[src/rtl/fir_pkg.sv]
// fir_pkg: shared state type and arithmetic helpers for the seq_fir filter.
// Contents: state_t (IDLE/MAC/OUT), acc_width() for the accumulator width,
// fit_out() reducing a widened accumulator value to the output width.
// Build option: FIR_SAT_EN selects saturation in fit_out(); otherwise wrap-around.
package fir_pkg;

   typedef enum logic [1:0] {IDLE, MAC, OUT} state_t;

   function automatic int acc_width(input int dw, input int cw, input int taps);
      return dw + cw + $clog2(taps);
   endfunction

   // Result is sign-extended from ow bits so the caller may simply keep the low ow bits.
   function automatic logic signed [63:0] fit_out(input logic signed [63:0] v, input int ow);
`ifdef FIR_SAT_EN
      logic signed [63:0] hi, lo;
      hi = (64'sd1 <<< (ow - 1)) - 64'sd1;
      lo = -hi - 64'sd1;
      return (v > hi) ? hi : (v < lo) ? lo : v;
`else
      return (v <<< (64 - ow)) >>> (64 - ow);
`endif
   endfunction

endpackage

[src/rtl/fir_mac.sv]
// fir_mac: signed multiply-accumulate unit used once per tap by seq_fir.
// Ports: clk, rst_n (async active-low), clr (zero acc), en (acc <= sum),
// a/b (signed operands), acc (registered accumulator), sum (acc + a*b, combinational).
module fir_mac #(
   parameter int DW = 8,
   parameter int CW = 8,
   parameter int AW = 19
) (
   input  logic                 clk,
   input  logic                 rst_n,
   input  logic                 clr,
   input  logic                 en,
   input  logic signed [DW-1:0] a,
   input  logic signed [CW-1:0] b,
   output logic signed [AW-1:0] acc,
   output logic signed [AW-1:0] sum
);

   logic signed [DW+CW-1:0] prod;

   assign prod = a * b;
   // Signed size cast sign-extends the product to the accumulator width.
   assign sum  = acc + AW'(prod);

   always_ff @(posedge clk or negedge rst_n)
      if (!rst_n) acc <= '0;
      else if (clr) acc <= '0;
      else if (en) acc <= sum;

endmodule

[src/rtl/seq_fir.sv]
// seq_fir: single-multiplier sequential FIR with run-time loadable coefficients.
// Ports: clk, rst_n (async active-low); in_valid/in_ready/data_in (sample input);
// coef_we/coef_addr/coef_data (coefficient write, only while idle);
// out_valid/out_ready/data_out (filtered result); busy (MAC or OUT state).
// Build option: FIR_SAT_EN saturates data_out instead of wrapping.
module seq_fir
   import fir_pkg::*;
#(
   parameter int DATA_WIDTH = 8,
   parameter int COEF_WIDTH = 8,
   parameter int TAPS       = 5,
   parameter int OUT_WIDTH  = 16,
   parameter int SHIFT      = 0
) (
   input  logic                         clk,
   input  logic                         rst_n,
   input  logic                         in_valid,
   output logic                         in_ready,
   input  logic signed [DATA_WIDTH-1:0] data_in,
   input  logic                         coef_we,
   input  logic [$clog2(TAPS)-1:0]      coef_addr,
   input  logic signed [COEF_WIDTH-1:0] coef_data,
   output logic                         out_valid,
   input  logic                         out_ready,
   output logic signed [OUT_WIDTH-1:0]  data_out,
   output logic                         busy
);

   localparam int ACC_WIDTH = acc_width(DATA_WIDTH, COEF_WIDTH, TAPS);
   localparam int IW        = $clog2(TAPS);

   state_t state, state_nxt;
   logic [IW-1:0] wr_ptr, k, rd_idx;
   logic signed [DATA_WIDTH-1:0] sbuf [TAPS];
   logic signed [COEF_WIDTH-1:0] coef [TAPS];
   logic signed [ACC_WIDTH-1:0] acc, sum;
   logic take, last;

   assign take = state == IDLE && in_valid;
   assign last = state == MAC && k == IW'(TAPS - 1);
   // Modular arithmetic in IW bits yields the right index even when TAPS is a power of two.
   assign rd_idx = (wr_ptr >= k) ? wr_ptr - k : wr_ptr + IW'(TAPS) - k;

   always_ff @(posedge clk or negedge rst_n)
      if (!rst_n) state <= IDLE;
      else state <= state_nxt;

   always_comb
      state_nxt = state == IDLE ? (in_valid ? MAC : IDLE)
                : state == MAC  ? (last ? OUT : MAC)
                : out_ready     ? IDLE : OUT;

   always_comb begin
      in_ready  = state == IDLE;
      out_valid = state == OUT;
      busy      = state == MAC || state == OUT;
   end

   always_ff @(posedge clk or negedge rst_n)
      if (!rst_n) begin
         wr_ptr   <= '0;
         k        <= '0;
         data_out <= '0;
         for (int i = 0; i < TAPS; i++) begin
            sbuf[i] <= '0;
            coef[i] <= '0;
         end
      end else begin
         if (take) sbuf[wr_ptr] <= data_in;
         k <= (state == MAC && !last) ? k + 1'b1 : '0;
         if (last) begin
            wr_ptr   <= wr_ptr == IW'(TAPS - 1) ? '0 : wr_ptr + 1'b1;
            data_out <= OUT_WIDTH'(fit_out(64'(sum >>> SHIFT), OUT_WIDTH));
         end
         if (coef_we && !busy && 32'(coef_addr) < TAPS) coef[coef_addr] <= coef_data;
      end

   fir_mac #(.DW(DATA_WIDTH), .CW(COEF_WIDTH), .AW(ACC_WIDTH)) u_mac (
      .clk   (clk),
      .rst_n (rst_n),
      .clr   (take),
      .en    (state == MAC),
      .a     (sbuf[rd_idx]),
      .b     (coef[k]),
      .acc   (acc),
      .sum   (sum)
   );

endmodule

[config.mk]
export PLATFORM = sky130hd
export DESIGN_NAME = seq_fir
export DESIGN_NICKNAME = d
export VERILOG_FILES = /design/src/rtl/fir_pkg.sv /design/src/rtl/fir_mac.sv /design/src/rtl/seq_fir.sv
export SDC_FILE = /design/constraint.sdc
export NUM_CORES = 1
export LEC_CHECK = 0
export ABC_CLOCK_PERIOD_IN_PS = 20200
export CORE_UTILIZATION = 60
export CTS_BUF_LIST = sky130_fd_sc_hd__clkbuf_8
export CTS_CLUSTER_DIAMETER = 50
export CTS_CLUSTER_SIZE = 8
export DETAILED_ROUTE_END_ITERATION = 6
export PLACE_DENSITY = 0.85
export SLEW_MARGIN = 0
export SYNTH_ARGS = -nofsm -noshare
export SYNTH_HDL_FRONTEND = slang
export SYNTH_SLANG_ARGS = --single-unit
[constraint.sdc]
create_clock -name clk -period 20.2 [get_ports clk]
set_input_delay 4.04 -clock clk [delete_from_list [all_inputs] [get_ports clk]]
set_output_delay 4.04 -clock clk [all_outputs]
set_load 0.02 [all_outputs]
==> results.json, run 1 <==
{
  "rsz0062_at_grt": "false",
  "relSlewSlack_pct": 16.4,
  "synth_area_leaders": "dfrtp_1 (35%), fa_1 (17%), mux2_2 (11%)",
  "cp.required_ns": 20.49,
  "regToRegSetupSlack_ns": 12.05,
  "grt_max_degree": 68,
  "syn_inst": 786,
  "pin_count": 43,
  "netlist-cell-type-count": 61,
  "cts_hold_buf": 0,
  "grt_overflow_total": 0,
  "htreeDepth": 4,
  "drv_slew": 0,
  "viasPerCell": 5.92,
  "fin_skew_ns": 0.0121,
  "area_delta_synth_final_pct": 11.2,
  "clkSlewWorstSetupHoldPaths_ns": 0.07,
  "finalCritPeriodShare_pct": 40.3,
  "critPathArrivalTime_ns": 8.44,
  "synth-xor-area-share_pct": 1.82,
  "syn_nets": 932,
  "crit_type": "flop to flop",
  "routed_wl_um": 18600,
  "synth_seq_cells": 120,
  "synth.most_common_cell": "dfrtp_1",
  "syn_area_um2": 8680,
  "grtUsageMet2_pct": 43.4,
  "cpPeakStageDelay_ns": 0.88,
  "num_rows": 43,
  "num_antenna_cells": 0,
  "core_area_um2": 14000,
  "status": "completed",
  "crit_top_cell": "fa_1",
  "synth_top_family_by_area": "adder cells",
  "ys_async_sr_fraction_pct": 100,
  "crit_buf_inv": 5,
  "synthTopCellsByCount": "dfrtp_1 (120), inv_1 (94), mux2_2 (85)",
  "crit_chain": "ha_1 -> inv_1 -> fa_1 -> inv_1 -> o31ai_1 -> a22oi_1 -> a21o_1 -> a21o_1 -> fa_1 -> fa_1 -> inv_1 -> fa_1 -> fa_1 -> inv_1 -> fa_1 -> inv_1 -> ha_1 -> a21o_1 -> a221oi_2 -> nor3_1 -> a2111oi_2 -> xnor2_1 -> o21ai_0",
  "groute.layer.met1.usage_pct": 40.0,
  "num_vias": 6069,
  "dpl.hpwl_um": 13800,
  "worstPathMaxFanout": 20,
  "grt_pass1_wl_um": 31800,
  "numCtsBuffers": 17,
  "ctsResizeCount": 0,
  "synth_mux_area_share_pct": 15.9,
  "synth-warning-count": 0,
  "wire_per_inst_um": 18.1,
  "grt_pass1_vias": 6350,
  "finalSetupTns_ns": 0,
  "cts.sinks": 120,
  "ys.flop_type": "dfrtp_1",
  "synth_edf_count": 0,
  "avgSynthCellArea_um2": 11.0,
  "port_buffers": 42,
  "period_minus_slack_ns": 8.15,
  "finalHoldViolations": 0,
  "clk_latency_ns": 0.44,
  "place_congestion": 0.898,
  "drc": 0,
  "cts_tree": "done",
  "die_x_um": 122,
  "yosysTopAreaCell": "dfrtp_1",
  "hold_class": "flop to flop",
  "cts_setup_buffers": 0,
  "yosys.area.top_type_share_pct": 34.6,
  "cp_top_family": "adder cells",
  "die_y_um": 122,
  "die_area_um2": 15000,
  "final_nets": 978,
  "yosys.area_share.simple_pct": 9.25,
  "busiest_layer": "met2",
  "synth_compound_area_share_pct": 9.67,
  "antenna_found_initial": 0,
  "synth_fa_ha_area_share_pct": 23.8,
  "crit_slowest_cell": "dfrtp_1",
  "cts_root_buf": "clkbuf_8",
  "setup_viol": 0,
  "ant_nets": 0,
  "startpoint_type": "flop",
  "start_util_pct": 62.0,
  "dr.first_iter.drc_count": 391,
  "drtPass1Iterations": 5,
  "drive_gt1_share_pct": 16.3,
  "met3_usage_pct": 5.25,
  "cts_buffer_depth": 2,
  "worst_pin_slew_ns": 1.24,
  "fmax_ghz": 0.123,
  "synth-seq-area-share_pct": 34.6,
  "cap_violations": 0,
  "endpoint_kind": "flop",
  "grtUsageTotal_pct": 28.3
}
[registers in the layout, indices dropped and copies added, names as in the netlist]
| register | count |
|---|---|
| coef | 40 |
| sbuf | 40 |
| data_out | 16 |
| u_mac.acc | 16 |
| k | 3 |
| wr_ptr | 3 |
| state | 2 |
[placed cells by master (no fill, tap or decap), drive strengths merged, types with 10 or more instances in the layout]
master,count
nand2b,12
nand2,52
o21ai,31
mux2,87
nor2,46
and2,10
clkbuf,17
ha,50
dfrtp,120
a21oi,40
a22oi,10
a21o,13
xnor2,15
fa,72
nand3,10
inv,99
clkdlybuf4s50,41
mux2i,35
[layout make-up]
cell class,count,area (µm²)
Sequential cell,120,3000
Fill cell,1020,4340
Clock buffer,17,234
Inverter,94,353
Tap cell,180,225
Clock inverter,15,154
Timing Repair Buffer,44,433
Multi-Input combinational cell,555,5250
[metal layers]
layer	vias up	part of all wire (%)	wire, µm
met1	3053	45	8450
met4	0	2.4	446
li1	2770	-	-
met5	-	0	0
met3	39	6.0	1110
met2	207	46	8570
[logic make-up after synthesis]
| family | Yosys count |
|---|---|
| AND/OR/NAND/NOR | 165 |
| flip-flops | 120 |
| XOR/XNOR | 18 |
| AO/OA/AOI/OAI | 126 |
| adder cells (fa/ha/maj) | 122 |
| multiplexers | 124 |
| buffers and inverters | 111 |
[worst paths after layout]
kind                            depth (start not counted)        start             to
worst min register to register                          2  data_out[9]    data_out[9]
max in group asynchronous                               2        rst_n        sbuf[2]
worst max-delay path                                   23         k[0]   data_out[15]
worst min-delay path                                    2  data_out[9]    data_out[9]
min in group asynchronous                               1        rst_n  u_mac.acc[12]
worst max register to register                         23         k[0]   data_out[15]
[tightest hold or removal path, cell delays in order (launching register included)]
cell and delay (ns):
dfrtp_1 0.35, nand2_1 0.05, nand2_1 0.06
[through the flow]
| stage | hold slack (ns) | util [%] | std cells | area [µm²] | setup slack [ns] |
|---|---|---|---|---|---|
| detailed placement | 0.474 | 66.2 | 993 | 9260 | 12.06 |
| global placement | 0.468 | 66.2 | 993 | 9260 | 12.32 |
| CTS | 0.493 | 69.0 | 1025 | 9650 | 12.06 |
| floorplan | 0.479 | - | 786 | 8680 | 13.22 |
| finish | 0.486 | 69.0 | 1025 | 9650 | 12.05 |
| global route | 0.503 | 69.0 | 1025 | 9650 | 11.51 |
Power of run 1 is left out: the tool's default activity adds up to more than one toggle a clock period on the data nets, which glitch-free logic cannot reach.
==> run 2, diff against run 1 <==
- ABC_CLOCK_PERIOD_IN_PS: 20200 -> 6600
- CORE_UTILIZATION: 60 -> 57
- PLACE_DENSITY: 0.85 -> 0.84
- clock period: 20.2 -> 6.6 ns (I/O delays scaled with it)
==> run 2 against run 1 <==
Compared with the run above:
- die area up 5.2%
- critical endpoint is now u_mac.acc[14]
- register-to-register slack worse by 12 ns
- the flow now finishes with violations (negative setup slack)
- count of clock-buffer cells in the layout up 1
- clock skew up 0.014 ns
- sequential cell count unchanged
- final cell count up 9.4%
- utilization up 4.3 points
- wire length up 18%
- non-clock buffer count up 91
==> results.json, run 2 (synthesized netlist as in run 1, its figures left out) <==
{
  "status": "finished, violations left",
  "violations": "negative setup slack",
  "fin_ws_ns": -0.132,
  "core_area_um2": 14700,
  "die_x_um": 125,
  "finalInstanceArea_um2": 10800,
  "start_util_pct": 59.0,
  "holdPathEnd": "data_out[9]",
  "layout_common_cells": "dfrtp_1 (118), mux2_2 (85), buf_4 (84), inv_1 (83), fa_1 (68)",
  "holdCritStartpoint": "data_out[9]",
  "numCtsBuffers": 17,
  "port_buffers": 42,
  "antenna_found_initial": 0,
  "pin_count": 43,
  "wire_per_inst_um": 19.5,
  "cts_root_buf": "clkbuf_8",
  "placed_cell_area_um2": 9870,
  "cts.sinks": 120,
  "grt_overflow_total": 0,
  "dr.first_iter.drc_count": 516,
  "startpoint_type": "flop",
  "die_area_um2": 15700,
  "crit_type": "flop to flop",
  "hold_class": "flop to flop",
  "num_antenna_cells": 0,
  "grtUsageTotal_pct": 29.2,
  "drv_slew": 0,
  "worst_pin_slew_ns": 1.29,
  "drive_gt1_share_pct": 31.3,
  "top_regs": "coef x40, sbuf x40",
  "fin_skew_ns": 0.0263,
  "endpoint_kind": "flop",
  "grt_pass1_vias": 7044,
  "clkSlewWorstSetupHoldPaths_ns": 0.09,
  "cts_buffer_depth": 2,
  "worstPathMaxFanout": 6,
  "r2r_start": "wr_ptr[0]",
  "ant_nets": 0,
  "fmax_ghz": 0.149,
  "cap_violations": 0,
  "regToRegSetupSlack_ns": -0.13,
  "viasPerCell": 5.94,
  "relSlewSlack_pct": 13.6,
  "routed_wl_um": 21800,
  "cp.required_ns": 6.98,
  "period_minus_slack_ns": 6.73,
  "drtPass1Iterations": 6,
  "finalCritPeriodShare_pct": 102,
  "rsz0062_at_grt": "true",
  "htreeDepth": 4,
  "cts_tree": "done",
  "clk_latency_ns": 0.48,
  "die_y_um": 125,
  "critPathArrivalTime_ns": 7.11,
  "drc": 0,
  "area_delta_synth_final_pct": 24.1,
  "layout_commonest_cell": "dfrtp_1",
  "setup_viol": 3,
  "finalHoldViolations": 0,
  "final_nets": 1070,
  "n_fill_cell": 917,
  "num_vias": 6659,
  "num_rows": 44,
  "grt_pass1_wl_um": 35200,
  "dpl.hpwl_um": 15100,
  "r2r_end": "u_mac.acc[14]",
  "min_path_cells": 2,
  "reg2reg_depth": 27,
  "place_congestion": 0.920,
  "grt_max_degree": 71
}
-- run 2: changes by cell type in the layout (fill, tap and decap cells not counted), sizes merged --
| cell | before | now |
|---|---|---|
| a21oi | 40 | 41 |
| inv | 99 | 104 |
| clkinvlp | 2 | 1 |
| clkinv | 6 | 1 |
| clkbuf | 17 | 18 |
| buf | 3 | 94 |
-- run 2: critical path, cell delays in order, from the launching register on --
cell	delay [ns]
dfrtp_2	0.41
inv_2	0.08
ha_4	0.14
inv_2	0.04
fa_2	0.58
inv_2	0.06
o211ai_1	0.17
o31ai_4	0.19
a22oi_2	0.26
a21o_1	0.18
buf_4	0.11
buf_4	0.11
a21oi_1	0.08
fa_1	0.47
fa_1	0.59
fa_2	0.49
fa_1	0.53
inv_2	0.05
fa_1	0.49
inv_2	0.04
ha_4	0.22
buf_6	0.12
o21a_1	0.19
o31a_1	0.13
o211a_1	0.24
o211ai_1	0.34
and4b_1	0.28
nor3_1	0.06
-- run 2: repair_timing --
action | 4_1_cts | 5_1_grt
cloned | 1 | 0
buffers inserted | 15 | 7
pin swaps | 30 | 30
resized for setup | 37 | 35
hold buffers | 0 | 0
endpoints found under the setup margin | 12 | 15
-- run 2: metrics by stage --
step | instances | worst slack, ns | TNS (ns) | hold slack (ns) | util (%)
finish | 1121 | -0.132 | -0.205 | 0.489 | 73.3
global route | 1121 | -0.310 | -2.41 | 0.516 | 73.3
CTS | 1114 | -0.000915 | -0.000915 | 0.494 | 72.0
detailed placement | 1066 | -0.261 | -1.96 | 0.462 | 67.2
global placement | 1066 | -0.143 | -0.648 | 0.459 | 67.2
floorplan | 786 | 0.0154 | 0 | 0.479 | -
-- run 2: worst max path at each step --
| stage | startpoint | end | slack, ns | cells after the start |
|---|---|---|---|---|
| finish | wr_ptr[0] | u_mac.acc[14] | -0.13 | 27 |
| global placement | wr_ptr[0] | data_out[15] | -0.14 | 25 |
| global route | k[2] | u_mac.acc[14] | -0.31 | 27 |
| detailed placement | wr_ptr[0] | data_out[15] | -0.26 | 25 |
| floorplan | wr_ptr[0] | data_out[15] | 0.02 | 27 |
| CTS | wr_ptr[0] | data_out[15] | -0.0009 | 28 |
-- run 2: per-layer routing --
| metal | wire length (µm) | track usage [%] | vias to the layer above |
|---|---|---|---|
| met5 | 0 | 0 | - |
| met4 | 713 | 12.8 | 0 |
| met3 | 1530 | 7.02 | 65 |
| met2 | 10400 | 46.1 | 287 |
| met1 | 9240 | 38.5 | 3345 |
| li1 | - | - | 2962 |
-- run 2: layout make-up --
type / instances / area (µm²) / share of cell area [%]
multi-input combinational: 556 / 5590 / 51.9
sequential: 120 / 3010 / 27.9
timing repair buffer: 135 / 1170 / 10.9
inverter: 94 / 353 / 3.28
clock buffer: 18 / 248 / 2.30
tap: 184 / 230 / 2.14
clock inverter: 14 / 176 / 1.64
Power of run 2 is left out for the same reason.
==> run 3, diff against run 2 <==
- ABC_AREA: unset -> 1
==> run 3 against run 2 <==
Compared with the run above:
- the run ends with design-rule violations left
- sequential share of layout area grew 2.3 points
- utilization shrank 7.6 points
- via count grew 10%
- count of clock-buffer cells in the layout is the same
- critical endpoint is now data_out[12]
- synthesized cell count grew 38%
- highest routed layer is now met5
==> results.json, run 3 <==
{
  "status": "finished, violations left",
  "violations": "design-rule violations",
  "clkSlewWorstSetupHoldPaths_ns": 0.08,
  "relSlewSlack_pct": 32.9,
  "hold_class": "flop to flop",
  "startpoint_type": "flop",
  "cts_hold_buf": 0,
  "ys.flop_type": "dfrtp_1",
  "dr.first_iter.drc_count": 559,
  "cp_top_family": "adder cells",
  "avgSynthCellArea_um2": 8.15,
  "antenna_found_initial": 1,
  "pin_count": 43,
  "drtPass1Iterations": 7,
  "finalHoldViolations": 0,
  "viasPerCell": 5.50,
  "rsz0062_at_grt": "true",
  "synth_area_leaders": "dfrtp_1 (34%), fa_1 (16%), nand2_1 (13%)",
  "yosysTopAreaCell": "dfrtp_1",
  "r2r_start": "k[1]",
  "cp.required_ns": 7.00,
  "cts_root_buf": "clkbuf_8",
  "worst_pin_slew_ns": 1.00,
  "fin_skew_ns": 0.0147,
  "netlist-cell-type-count": 40,
  "crit_buf_inv": 5,
  "wire_per_inst_um": 15.1,
  "holdCritStartpoint": "data_out[14]",
  "grt_max_degree": 70,
  "reg2reg_depth": 28,
  "crit_start": "k[1]",
  "layout_commonest_cell": "nand2_1",
  "synthTopCellsByCount": "nand2_1 (297), inv_1 (184), dfrtp_1 (120)",
  "ys_async_sr_fraction_pct": 100,
  "worstPathMaxFanout": 16,
  "crit_top_cell": "nand2_1",
  "core_area_um2": 15100,
  "ant_nets": 0,
  "top_regs": "coef x40, sbuf x40",
  "final_nets": 1282,
  "period_minus_slack_ns": 6.32,
  "crit_type": "flop to flop",
  "port_buffers": 42,
  "die_area_um2": 16000,
  "yosys.area.top_type_share_pct": 34.0,
  "grt_overflow_total": 0,
  "cts_tree": "done",
  "grtUsageTotal_pct": 27.4,
  "syn_nets": 1229,
  "htreeDepth": 4,
  "crit_slowest_cell": "dfrtp_1",
  "cap_violations": 0,
  "syn_area_um2": 8820,
  "grt_pass1_vias": 7184,
  "cpPeakStageDelay_ns": 0.57,
  "dpl.hpwl_um": 14700,
  "fmax_ghz": 0.158,
  "die_y_um": 126,
  "syn_inst": 1083,
  "synth-warning-count": 0,
  "layout_common_cells": "nand2_1 (297), inv_1 (182), dfrtp_1 (118), o21ai_0 (102), fa_1 (71)",
  "setup_viol": 0,
  "placed_cell_area_um2": 9380,
  "num_rows": 45,
  "drv_slew": 0,
  "numCtsBuffers": 17,
  "area_delta_synth_final_pct": 12.7,
  "synth.most_common_cell": "nand2_1",
  "critPathArrivalTime_ns": 6.72,
  "cts.sinks": 120,
  "start_util_pct": 58.2,
  "num_vias": 7337,
  "endpoint_kind": "flop",
  "routed_wl_um": 20200,
  "drc": 2,
  "num_antenna_cells": 0,
  "cts_buffer_depth": 2,
  "synth_edf_count": 0,
  "synth_seq_cells": 120,
  "die_x_um": 126,
  "clk_latency_ns": 0.47,
  "min_path_cells": 2,
  "place_congestion": 0.923,
  "crit_cells": 28,
  "grt_pass1_wl_um": 34100,
  "finalInstanceArea_um2": 9940,
  "drive_gt1_share_pct": 7.85,
  "synth-seq-area-share_pct": 34.0,
  "finalCritPeriodShare_pct": 95.7
}
-- run 3: cell types whose count changed after synthesis, moves of 35 or more --
cell / delta
inv_1: +90
mux2_2: -85
o21ai_0: +74
nand2_1: +246
mux2i_1: -35
nand3_1: +59
-- run 3: layout make-up --
cell class | instances | area [µm²]
clock buffer | 18 | 248
clock inverter | 12 | 166
fill | 1214 | 5200
inverter | 190 | 717
multi-input combinational | 749 | 5030
sequential | 120 | 3010
tap | 188 | 235
timing repair buffer | 58 | 542
-- run 3: timing repair --
action / in CTS / in global routing
resized for setup: 1 / 22
gates cloned: 0 / 1
setup endpoints to repair: 2 / 16
buffers inserted: 0 / 8
pin swaps: 0 / 6
-- run 3: worst paths after layout --
kind | to | slack (ns)
max reg2reg | data_out[12] | 0.28
min | data_out[14] | 0.48
min in group asynchronous | sbuf[9] | 0.97
max in group asynchronous | k[2] | 4.41
max | data_out[12] | 0.28
min reg2reg | data_out[14] | 0.48
-- run 3: cells by family (layout without fill, tap and decap cells) --
group           after synthesis  in the layout  share of synthesized area (%)
simple gates                466            467                           22.2
buf+inv                     215            278                           9.87
compound gates              152            152                           9.63
fa+ha+maj                   122            122                           23.4
flops                       120            120                           34.0
xor+xnor                      8              8                          0.794
-- run 3: tightest hold or removal path, cell delays in order (launching register included) --
cell,delay (ns)
dfrtp_1,0.34
nand2_1,0.05
nand2_1,0.06
-- run 3: per-stage QoR --
step           utilization, %  hold WS [ns]  cells  worst slack (ns)  TNS (ns)
2_1_floorplan               -         0.453   1083             0.424         0
3_3_place_gp             61.9         0.465   1296             0.337         0
3_5_place_dp             61.9         0.465   1296            0.0144         0
4_1_cts                  64.7         0.485   1326          0.000397         0
5_1_grt                  65.7         0.503   1335           -0.0614    -0.351
6_report                 65.7         0.483   1335             0.282         0
-- run 3: layer usage --
metal / wire length, µm / GRT usage, %
met1: 8410 / 35.0
met2: 9920 / 45.6
met3: 1210 / 5.82
met4: 642 / 11.1
met5: 12 / 0
Power of run 3 is left out for the same reason.
